$ cat src/rtl/dsp_pkg.sv
// Shared constants and mux-select encodings for the dsp slice.
package dsp_pkg;

  localparam int unsigned DataW = 18;
  localparam int unsigned MultW = 36;
  localparam int unsigned AccW  = 48;

  // OPMODE bit positions
  localparam int unsigned OpXLo      = 0;
  localparam int unsigned OpZLo      = 2;
  localparam int unsigned OpPreAdd   = 4;
  localparam int unsigned OpCarryIn  = 5;
  localparam int unsigned OpPreSub   = 6;
  localparam int unsigned OpPostSub  = 7;

  typedef enum logic [1:0] {
    XZero   = 2'd0,
    XMult   = 2'd1,
    XP      = 2'd2,
    XConcat = 2'd3
  } x_sel_e;

  typedef enum logic [1:0] {
    ZZero = 2'd0,
    ZPcin = 2'd1,
    ZP    = 2'd2,
    ZC    = 2'd3
  } z_sel_e;

endpackage

$ cat src/rtl/dsp_pipe_reg.sv
// Optional pipeline register: clock-enabled with async clear, or a plain wire when disabled.
module dsp_pipe_reg #(
  parameter int unsigned WIDTH  = 18,
  parameter int unsigned EN_REG = 1
) (
  input  logic             clk,
  input  logic             rst,
  input  logic             ce,
  input  logic [WIDTH-1:0] d,
  output logic [WIDTH-1:0] q
);

  if (EN_REG != 0) begin : g_reg
    logic [WIDTH-1:0] q_q;
    always_ff @(posedge clk or posedge rst) begin
      if (rst) begin
        q_q <= '0;
      end else if (ce) begin
        q_q <= d;
      end
    end
    assign q = q_q;
  end else begin : g_bypass
    logic unused_bypass;
    assign unused_bypass = ^{clk, rst, ce};
    assign q = d;
  end

endmodule

$ cat src/rtl/dsp.sv
// Pre-adder / multiplier / post-adder slice with individually optional pipeline registers.
module dsp
  import dsp_pkg::*;
#(
  parameter int unsigned A0REG       = 0,
  parameter int unsigned A1REG       = 1,
  parameter int unsigned B0REG       = 0,
  parameter int unsigned B1REG       = 1,
  parameter int unsigned CREG        = 1,
  parameter int unsigned DREG        = 1,
  parameter int unsigned MREG        = 1,
  parameter int unsigned PREG        = 1,
  parameter int unsigned CARRYINREG  = 1,
  parameter int unsigned CARRYOUTREG = 1,
  parameter int unsigned OPMODEREG   = 1,
  parameter string       CARRYINSEL  = "OPMODE5",
  parameter string       B_INPUT     = "DIRECT"
) (
  input  logic [DataW-1:0] A,
  input  logic [DataW-1:0] B,
  input  logic [DataW-1:0] D,
  input  logic [AccW-1:0]  C,
  output logic [MultW-1:0] M,
  input  logic [DataW-1:0] BCIN,
  input  logic             CARRYIN,
  output logic [AccW-1:0]  P,
  output logic             CARRYOUT,
  output logic             CARRYOUTF,
  input  logic             CEA,
  input  logic             CEB,
  input  logic             CEC,
  input  logic             CECARRYIN,
  input  logic             CED,
  input  logic             CEM,
  input  logic             CEOPMODE,
  input  logic             CEP,
  input  logic             RSTA,
  input  logic             RSTB,
  input  logic             RSTC,
  input  logic             RSTCARRYIN,
  input  logic             RSTD,
  input  logic             RSTM,
  input  logic             RSTOPMODE,
  input  logic             RSTP,
  output logic [DataW-1:0] BCOUT,
  output logic [AccW-1:0]  PCOUT,
  input  logic [AccW-1:0]  PCIN,
  input  logic             CLK,
  input  logic [7:0]       OPMODE
);

  logic [DataW-1:0] b_sel, d_q, a0_q, b0_q, a1_q, b1_q, pre_add_d;
  logic [AccW-1:0]  c_q, x_mux, z_mux, p_d, p_q;
  logic [MultW-1:0] m_d, m_q;
  logic [7:0]       op_q;
  logic             cyi_d, cyi_q, cyo_d, cyo_q;
  logic [AccW:0]    post_sum;

  assign b_sel = (B_INPUT == "CASCADE") ? BCIN : B;

  // Stage 0
  dsp_pipe_reg #(.WIDTH(DataW), .EN_REG(DREG)) u_d_reg (
    .clk(CLK), .rst(RSTD), .ce(CED), .d(D), .q(d_q)
  );
  dsp_pipe_reg #(.WIDTH(DataW), .EN_REG(A0REG)) u_a0_reg (
    .clk(CLK), .rst(RSTA), .ce(CEA), .d(A), .q(a0_q)
  );
  dsp_pipe_reg #(.WIDTH(DataW), .EN_REG(B0REG)) u_b0_reg (
    .clk(CLK), .rst(RSTB), .ce(CEB), .d(b_sel), .q(b0_q)
  );
  dsp_pipe_reg #(.WIDTH(AccW), .EN_REG(CREG)) u_c_reg (
    .clk(CLK), .rst(RSTC), .ce(CEC), .d(C), .q(c_q)
  );
  dsp_pipe_reg #(.WIDTH(8), .EN_REG(OPMODEREG)) u_op_reg (
    .clk(CLK), .rst(RSTOPMODE), .ce(CEOPMODE), .d(OPMODE), .q(op_q)
  );

  always_comb begin
    pre_add_d = b0_q;
    if (op_q[OpPreAdd]) begin
      pre_add_d = op_q[OpPreSub] ? (d_q - b0_q) : (d_q + b0_q);
    end
  end

  // Stage 1
  dsp_pipe_reg #(.WIDTH(DataW), .EN_REG(B1REG)) u_b1_reg (
    .clk(CLK), .rst(RSTB), .ce(CEB), .d(pre_add_d), .q(b1_q)
  );
  dsp_pipe_reg #(.WIDTH(DataW), .EN_REG(A1REG)) u_a1_reg (
    .clk(CLK), .rst(RSTA), .ce(CEA), .d(a0_q), .q(a1_q)
  );

  assign m_d = MultW'(b1_q) * MultW'(a1_q);

  dsp_pipe_reg #(.WIDTH(MultW), .EN_REG(MREG)) u_m_reg (
    .clk(CLK), .rst(RSTM), .ce(CEM), .d(m_d), .q(m_q)
  );

  assign cyi_d = (CARRYINSEL == "CARRYIN") ? CARRYIN : op_q[OpCarryIn];

  dsp_pipe_reg #(.WIDTH(1), .EN_REG(CARRYINREG)) u_cyi_reg (
    .clk(CLK), .rst(RSTCARRYIN), .ce(CECARRYIN), .d(cyi_d), .q(cyi_q)
  );

  always_comb begin
    x_mux = '0;
    unique case (x_sel_e'(op_q[OpXLo +: 2]))
      XZero:   x_mux = '0;
      XMult:   x_mux = AccW'(m_q);
      XP:      x_mux = p_q;
      XConcat: x_mux = {d_q[11:0], a1_q, b1_q};
      default: x_mux = '0;
    endcase
  end

  always_comb begin
    z_mux = '0;
    unique case (z_sel_e'(op_q[OpZLo +: 2]))
      ZZero:   z_mux = '0;
      ZPcin:   z_mux = PCIN;
      ZP:      z_mux = p_q;
      ZC:      z_mux = c_q;
      default: z_mux = '0;
    endcase
  end

  // Bit 48 is the carry on add and the borrow on subtract.
  always_comb begin
    if (op_q[OpPostSub]) begin
      post_sum = {1'b0, z_mux} - ({1'b0, x_mux} + (AccW + 1)'(cyi_q));
    end else begin
      post_sum = {1'b0, z_mux} + {1'b0, x_mux} + (AccW + 1)'(cyi_q);
    end
  end

  assign p_d   = post_sum[AccW-1:0];
  assign cyo_d = post_sum[AccW];

  dsp_pipe_reg #(.WIDTH(AccW), .EN_REG(PREG)) u_p_reg (
    .clk(CLK), .rst(RSTP), .ce(CEP), .d(p_d), .q(p_q)
  );
  dsp_pipe_reg #(.WIDTH(1), .EN_REG(CARRYOUTREG)) u_cyo_reg (
    .clk(CLK), .rst(RSTCARRYIN), .ce(CECARRYIN), .d(cyo_d), .q(cyo_q)
  );

  assign M         = m_q;
  assign P         = p_q;
  assign PCOUT     = p_q;
  assign BCOUT     = b1_q;
  assign CARRYOUT  = cyo_q;
  assign CARRYOUTF = cyo_q;

endmodule

$ cat config.mk
export PLATFORM = sky130hd
export DESIGN_NAME = dsp
export DESIGN_NICKNAME = d
export VERILOG_FILES = /design/src/rtl/dsp_pkg.sv /design/src/rtl/dsp_pipe_reg.sv /design/src/rtl/dsp.sv
export SDC_FILE = /design/constraint.sdc
export NUM_CORES = 2
export LEC_CHECK = 0
export CAP_MARGIN = 40
export CORE_UTILIZATION = 40
export DETAILED_ROUTE_END_ITERATION = 12
export PLACE_DENSITY_LB_ADDON = 0.08
export SETUP_SLACK_MARGIN = 0.05
export SYNTH_ARGS = -nofsm -noshare
export SYNTH_HDL_FRONTEND = slang
export SYNTH_SLANG_ARGS = --single-unit
$ cat constraint.sdc
create_clock -name CLK -period 17.6 [get_ports CLK]
set_clock_uncertainty 0.1 [all_clocks]
set_input_delay 3.52 -clock CLK [delete_from_list [all_inputs] [get_ports CLK]]
set_output_delay 3.52 -clock CLK [all_outputs]
set_load 0.01 [all_outputs]
[Yosys cells after proc, flatten, opt, wreduce, memory -nomap -nowiden]
Cells that the tools add are included.
Word-level totals
  bits in registers: 196
  bits in latches: 0
  bits in writable memories: 0
  ROM bits: 0
  bits of input ports: 194
  output and inout bits: 152
  word-level logic and storage cells: 29
  memories kept: 0
Operators by class
  add/subtract/negate cells: 6
  $mul: 1
  div/mod/pow operators: 0
  magnitude comparators: 0
  eq/ne operators: 6
  shift-type cells: 0
  mux-type cells: 5
  bitwise operators: 0
  reductions and logical operators: 2
Operators with widths (count)
  48-bit case mux with 4 select lines: 2
  48-bit by 1-bit adder with 49-bit output: 1
  48-bit by 48-bit adder with 49-bit output: 1
  49-bit by 1-bit adder with 49-bit output: 1
  49-bit 2-to-1 mux: 1
  48-bit by 49-bit subtractor with 49-bit output: 1
  18-bit by 18-bit multiplier with 36-bit output: 1
  18-bit 2-to-1 mux: 2
  18-bit adder: 1
  18-bit subtractor: 1
  2-bit equality test (second input constant): 4
  2-bit by 1-bit equality test with 1-bit output (second input constant): 2
  2-bit logical NOT: 2

[Logic depth before layout (Yosys ltp)]
  depth after elaboration: 5
  gate-level depth with buffers: 27
  depth with buffers taken out: 25

[Hierarchy]
From an unflattened synthesis, not the netlist that was laid out.
Second synthesis, totals
  cells, all modules: 3108
  area total of the unflattened synthesis: 28753.8 um2
Modules (own cells, without submodules)
  dsp: times used 1, cells each 2650, area each 20661.1 um2, sequential area each 0.0 um2
  dsp_pipe_reg (u_c_reg ...): times used 2, cells each 102, area each 1864.3 um2, sequential area each 1201.2 um2
  dsp_pipe_reg (u_a1_reg ...): times used 3, cells each 39, area each 725.7 um2, sequential area each 450.4 um2
  dsp_pipe_reg (u_m_reg): times used 1, cells each 77, area each 1493.9 um2, sequential area each 900.9 um2
  dsp_pipe_reg (u_op_reg): times used 1, cells each 18, area each 335.3 um2, sequential area each 200.2 um2
  dsp_pipe_reg (u_a0_reg ...): times used 2, cells each 18, area each 135.1 um2, sequential area each 0.0 um2
  dsp_pipe_reg (u_cyi_reg ...): times used 2, cells each 3, area each 43.8 um2, sequential area each 25.0 um2

[Worst setup path after synthesis]
No wires, ideal clock.
  path type: input -> register
  start point: in PCIN[21]
  end point: reg u_p_reg.g_reg.q_q[42] (netlist: u_p_reg.q[42])
  setup time: 132 ps
  arrival: 6786 ps
  data required time: 17368 ps
  slack: 10582 ps
  stages: 14
  buffers on the path: 1
  cell sequence: mux2_2 a22o_1 ha_1 ha_1 clkbuf_1 a21o_1 a21o_1 a211oi_1 nand3_2 a41o_1 a32o_1 or4b_1 a32oi_1 o21ai_1
On the way
  cells in the longest elaborated chain, start to end: 4
  elaborated cells on any way between the ends: 5
  classes of those cells: 3 x add/sub; 2 x mux
Ends and longest elaborated chain
  start, declared: line dsp.sv:47  | input logic [AccW-1:0] PCIN,
  48-bit case mux with 4 select lines (*): line dsp.sv:118  | unique case (z_sel_e'(op_q[OpZLo +: 2]))
  48-bit by 48-bit adder with 49-bit output: line dsp.sv:132  | post_sum = {1'b0, z_mux} + {1'b0, x_mux} + (AccW + 1)'(cyi_q);
  49-bit by 1-bit adder with 49-bit output: line dsp.sv:132
  49-bit 2-to-1 mux (*): line dsp.sv:129  | if (op_q[OpPostSub]) begin
  end signal, assigned: line dsp_pipe_reg.sv:17  | q_q <= '0;
  end signal, assigned: line dsp_pipe_reg.sv:19  | q_q <= d;
  end, declared: line dsp_pipe_reg.sv:14  | logic [WIDTH-1:0] q_q;
Every way passes the cells marked *; elsewhere a longest branch is shown, timed or not.
A chain may end at the register's enable or synchronous reset.

[Final worst setup path]
  start point: in PCIN[0]
  end point: reg u_cyo_reg.g_reg.q_q (netlist: u_cyo_reg.q)
On the way
  cells in the longest elaborated chain, start to end: 4
  elaborated cells on any way between the ends: 5
  classes of those cells: 3 x add/sub; 2 x mux
Ends and longest elaborated chain (line)
  48-bit case mux with 4 select lines (*): dsp.sv:118
  48-bit by 48-bit adder with 49-bit output: dsp.sv:132
  49-bit by 1-bit adder with 49-bit output: dsp.sv:132
  49-bit 2-to-1 mux (*): dsp.sv:129
  end signal, assigned: dsp_pipe_reg.sv:17
  end signal, assigned: dsp_pipe_reg.sv:19
  end, declared: dsp_pipe_reg.sv:14
Marked as above.

==> impl_metrics.yaml <==
setup_path:
  worstSetupEndpointType: "flip-flop"
  timing.rr.start: "u_b1_reg.q[11]"
  worst-path-max-fanout: 5
  cp.required_ps: 17880
  crit_start: "PCIN[0]"
  worstReg2RegEnd: "u_m_reg.q[33]"
  arrival_ps: 8220
  start_kind: "input port"
  criticalPathCategory: "in -> reg"
  rr_worst_depth: 23
  ff2ff_setup_slack_ps: 10380
logic_synthesis:
  synthDistinctLibCells: 79
  syn_nets: 3846
  yosysWarnings: 0
  avgSynthCellArea_sq_um: 8.86
  synth_edf_count: 0
  async_flop_share: 1.00
  synth_ff_type: "dfrtp_1"
  synth-seq-cells: 196
  synth_area_sq_mm: 0.0277
  yosysSeqAreaShare: 0.177
  postSynthCellCount: 3124
timing:
  rsz0062_at_grt: "false"
  fmax_mhz: 126
  tightest_slew_ps: 900
  fin_crit_sh: 0.451
  setup_tns_ps: 0
  max_slew_margin: 0.400
  finalMaxSlewViolations: 0
  period_needed_ps: 7940
  finalHoldViolCount: 0
  setup_viol: 0
detailed_routing:
  drc: 0
  drt-total-wl_um: 89100
  vias: 22700
  drtAntennaViolNets: 0
  first_pass_iters: 5
  wl_per_cell_um: 21.3
  drt_iter0_drc: 1241
  via_per_inst: 5.42
placement:
  io_buffers: 326
  hpwl_um: 70200
  routabilityCongestion: 0.896
clock_tree:
  cts_hold_buf: 0
  h-tree-depth: 4
  root_buffer: "clkbuf_16"
  cts_num_sinks: 196
  cts_tree: "done"
  clockBufferDepth: 2
  cts_inserted_buffers: 17
  clock_latency_ps: 500
  post-cts-setup-buffers: 0
  post_cts_resized: 0
  path_clk_slew_ps: 80
min_path:
  min_from: "u_c_reg.q[5]"
  holdPathEnd: "u_c_reg.q[5]"
  holdPathStages: 1
  hp-class: "reg -> reg"
grt:
  antenna_found_initial: 1
  track_usage: 0.259
  grt_pass1_vias: 23700
  overflow: 0
  grt_busiest_layer: "met2"
  gr-usage-met1: 0.351
  grt_pass1_wl_um: 140000
  met3_usage: 0.0312
  grt_start_max_net_pins: 63
  use_met2: 0.431
die:
  start_util: 0.404
  num_io_pins: 346
  dieArea_sq_mm: 0.0702
  rows: 96
  die_y_um: 265
  core_area_sq_mm: 0.0685
  die_w_um: 265
finish:
  multiInputGateArea_sq_mm: 0.0201
  area_growth_pct: 16.3
  drive_gt1_frac: 0.0982
  final_cell_mix: "449 x inv_1, 323 x clkdlybuf4s50_1, 283 x nand2_1"
  fin_nets: 4019
  final_common_cell: "inv_1"
  n_fill_cell: 6612
  register_area_sq_mm: 0.00491
job:
  maxCapViolCount: 0
outcome:
  status: "completed"
==> critical path, stage by stage <==
cell and delay (ps):
clkdlybuf4s50_1 400, mux2_2 320, a22oi_1 330, fa_1 290
inv_1 70, fa_1 460, nand2b_1 120, a211oi_1 190
o2111ai_1 350, a21oi_1 200, a211oi_2 400, o21ai_2 190
a211oi_1 500, nor3_1 170, o21a_1 210, o41ai_1 320
a31oi_1 140
==> synth_stat cells (all sizes together) (8+ instances only) <==
cell / number / share of area
a22o: 65 / 0.021
nor2b: 36 / 0.0081
xnor2: 100 / 0.032
nor2: 155 / 0.021
o211ai: 17 / 0.0046
and2: 140 / 0.032
nand2: 283 / 0.038
o21bai: 23 / 0.0062
clkbuf: 159 / 0.022
nor4: 8 / 0.0018
buf: 62 / 0.015
ha: 267 / 0.12
o21a: 14 / 0.0038
nand2b: 16 / 0.0036
a21o: 67 / 0.018
nor3: 28 / 0.0051
fa: 261 / 0.19
o21ai: 82 / 0.015
nand4: 13 / 0.0029
a211oi: 17 / 0.0053
mux2: 208 / 0.085
dfrtp: 196 / 0.18
and3: 21 / 0.0047
xor2: 43 / 0.014
a31oi: 20 / 0.0047
nand3: 27 / 0.0051
mux2i: 32 / 0.012
o31ai: 8 / 0.0024
a22oi: 20 / 0.0054
a21oi: 193 / 0.035
inv: 451 / 0.061
==> through the flow <==
| step | hold slack, ps | instance area [sq um] | setup WS (ps) | instances | utilization |
|---|---|---|---|---|---|
| final | 405 | 32200 | 9660 | 4193 | 0.470 |
| after CTS | 411 | 32200 | 9730 | 4192 | 0.470 |
| after global routing | 417 | 32200 | 9380 | 4192 | 0.470 |
| after detailed placement | 391 | 31600 | 9210 | 4160 | 0.462 |
| after floorplan | 344 | 27700 | 10580 | 3124 | - |
| after global placement | 385 | 31300 | 9270 | 4145 | 0.457 |
==> layer usage <==
metal	vias up	wire (um)
met5	-	10
met2	568	42400
met4	2	2280
met3	86	3770
li1	10600	-
met1	11500	40700
==> registers in the layout, indices dropped and copies added, names as in the netlist <==
register,cells
u_c_reg.q,48
u_b1_reg.q,18
u_m_reg.q,36
u_cyi_reg.q,1
u_a1_reg.q,18
u_d_reg.q,18
u_p_reg.q,48
u_op_reg.q,8
u_cyo_reg.q,1
==> layout make-up <==
type,count,area share
antenna,1,0.0000778
clock buffer,20,0.0139
clock inverter,12,0.00369
inverter,451,0.0526
multi-input combinational,2256,0.623
sequential,196,0.153
tap,882,0.0343
timing repair buffer,375,0.119
==> how the worst max path moves through the flow <==
stage / end / cells after the start
3_3_place_gp: u_cyo_reg.q / 17
4_1_cts: u_cyo_reg.q / 17
6_report: u_cyo_reg.q / 17
3_5_place_dp: u_cyo_reg.q / 17
2_1_floorplan: u_p_reg.q[42] / 14
5_1_grt: u_cyo_reg.q / 17
==> logic make-up (layout without fill, tap and decap cells) <==
| family | count (synthesis) | in the layout | share of synthesized area |
|---|---|---|---|
| muxes | 240 | 240 | 0.0962 |
| and+or+nand+nor | 752 | 752 | 0.130 |
| adders and majority gates | 528 | 528 | 0.310 |
| xor gates and xnor gates | 143 | 143 | 0.0453 |
| DFF | 196 | 196 | 0.177 |
| other | 0 | 1 | 0 |
| buffers and inverters | 672 | 858 | 0.0979 |
| AOI/OAI and AO/OA | 593 | 593 | 0.144 |
Power is left out: the tool's default activity adds up to more than one toggle a clock period on the data nets, which glitch-free logic cannot reach.
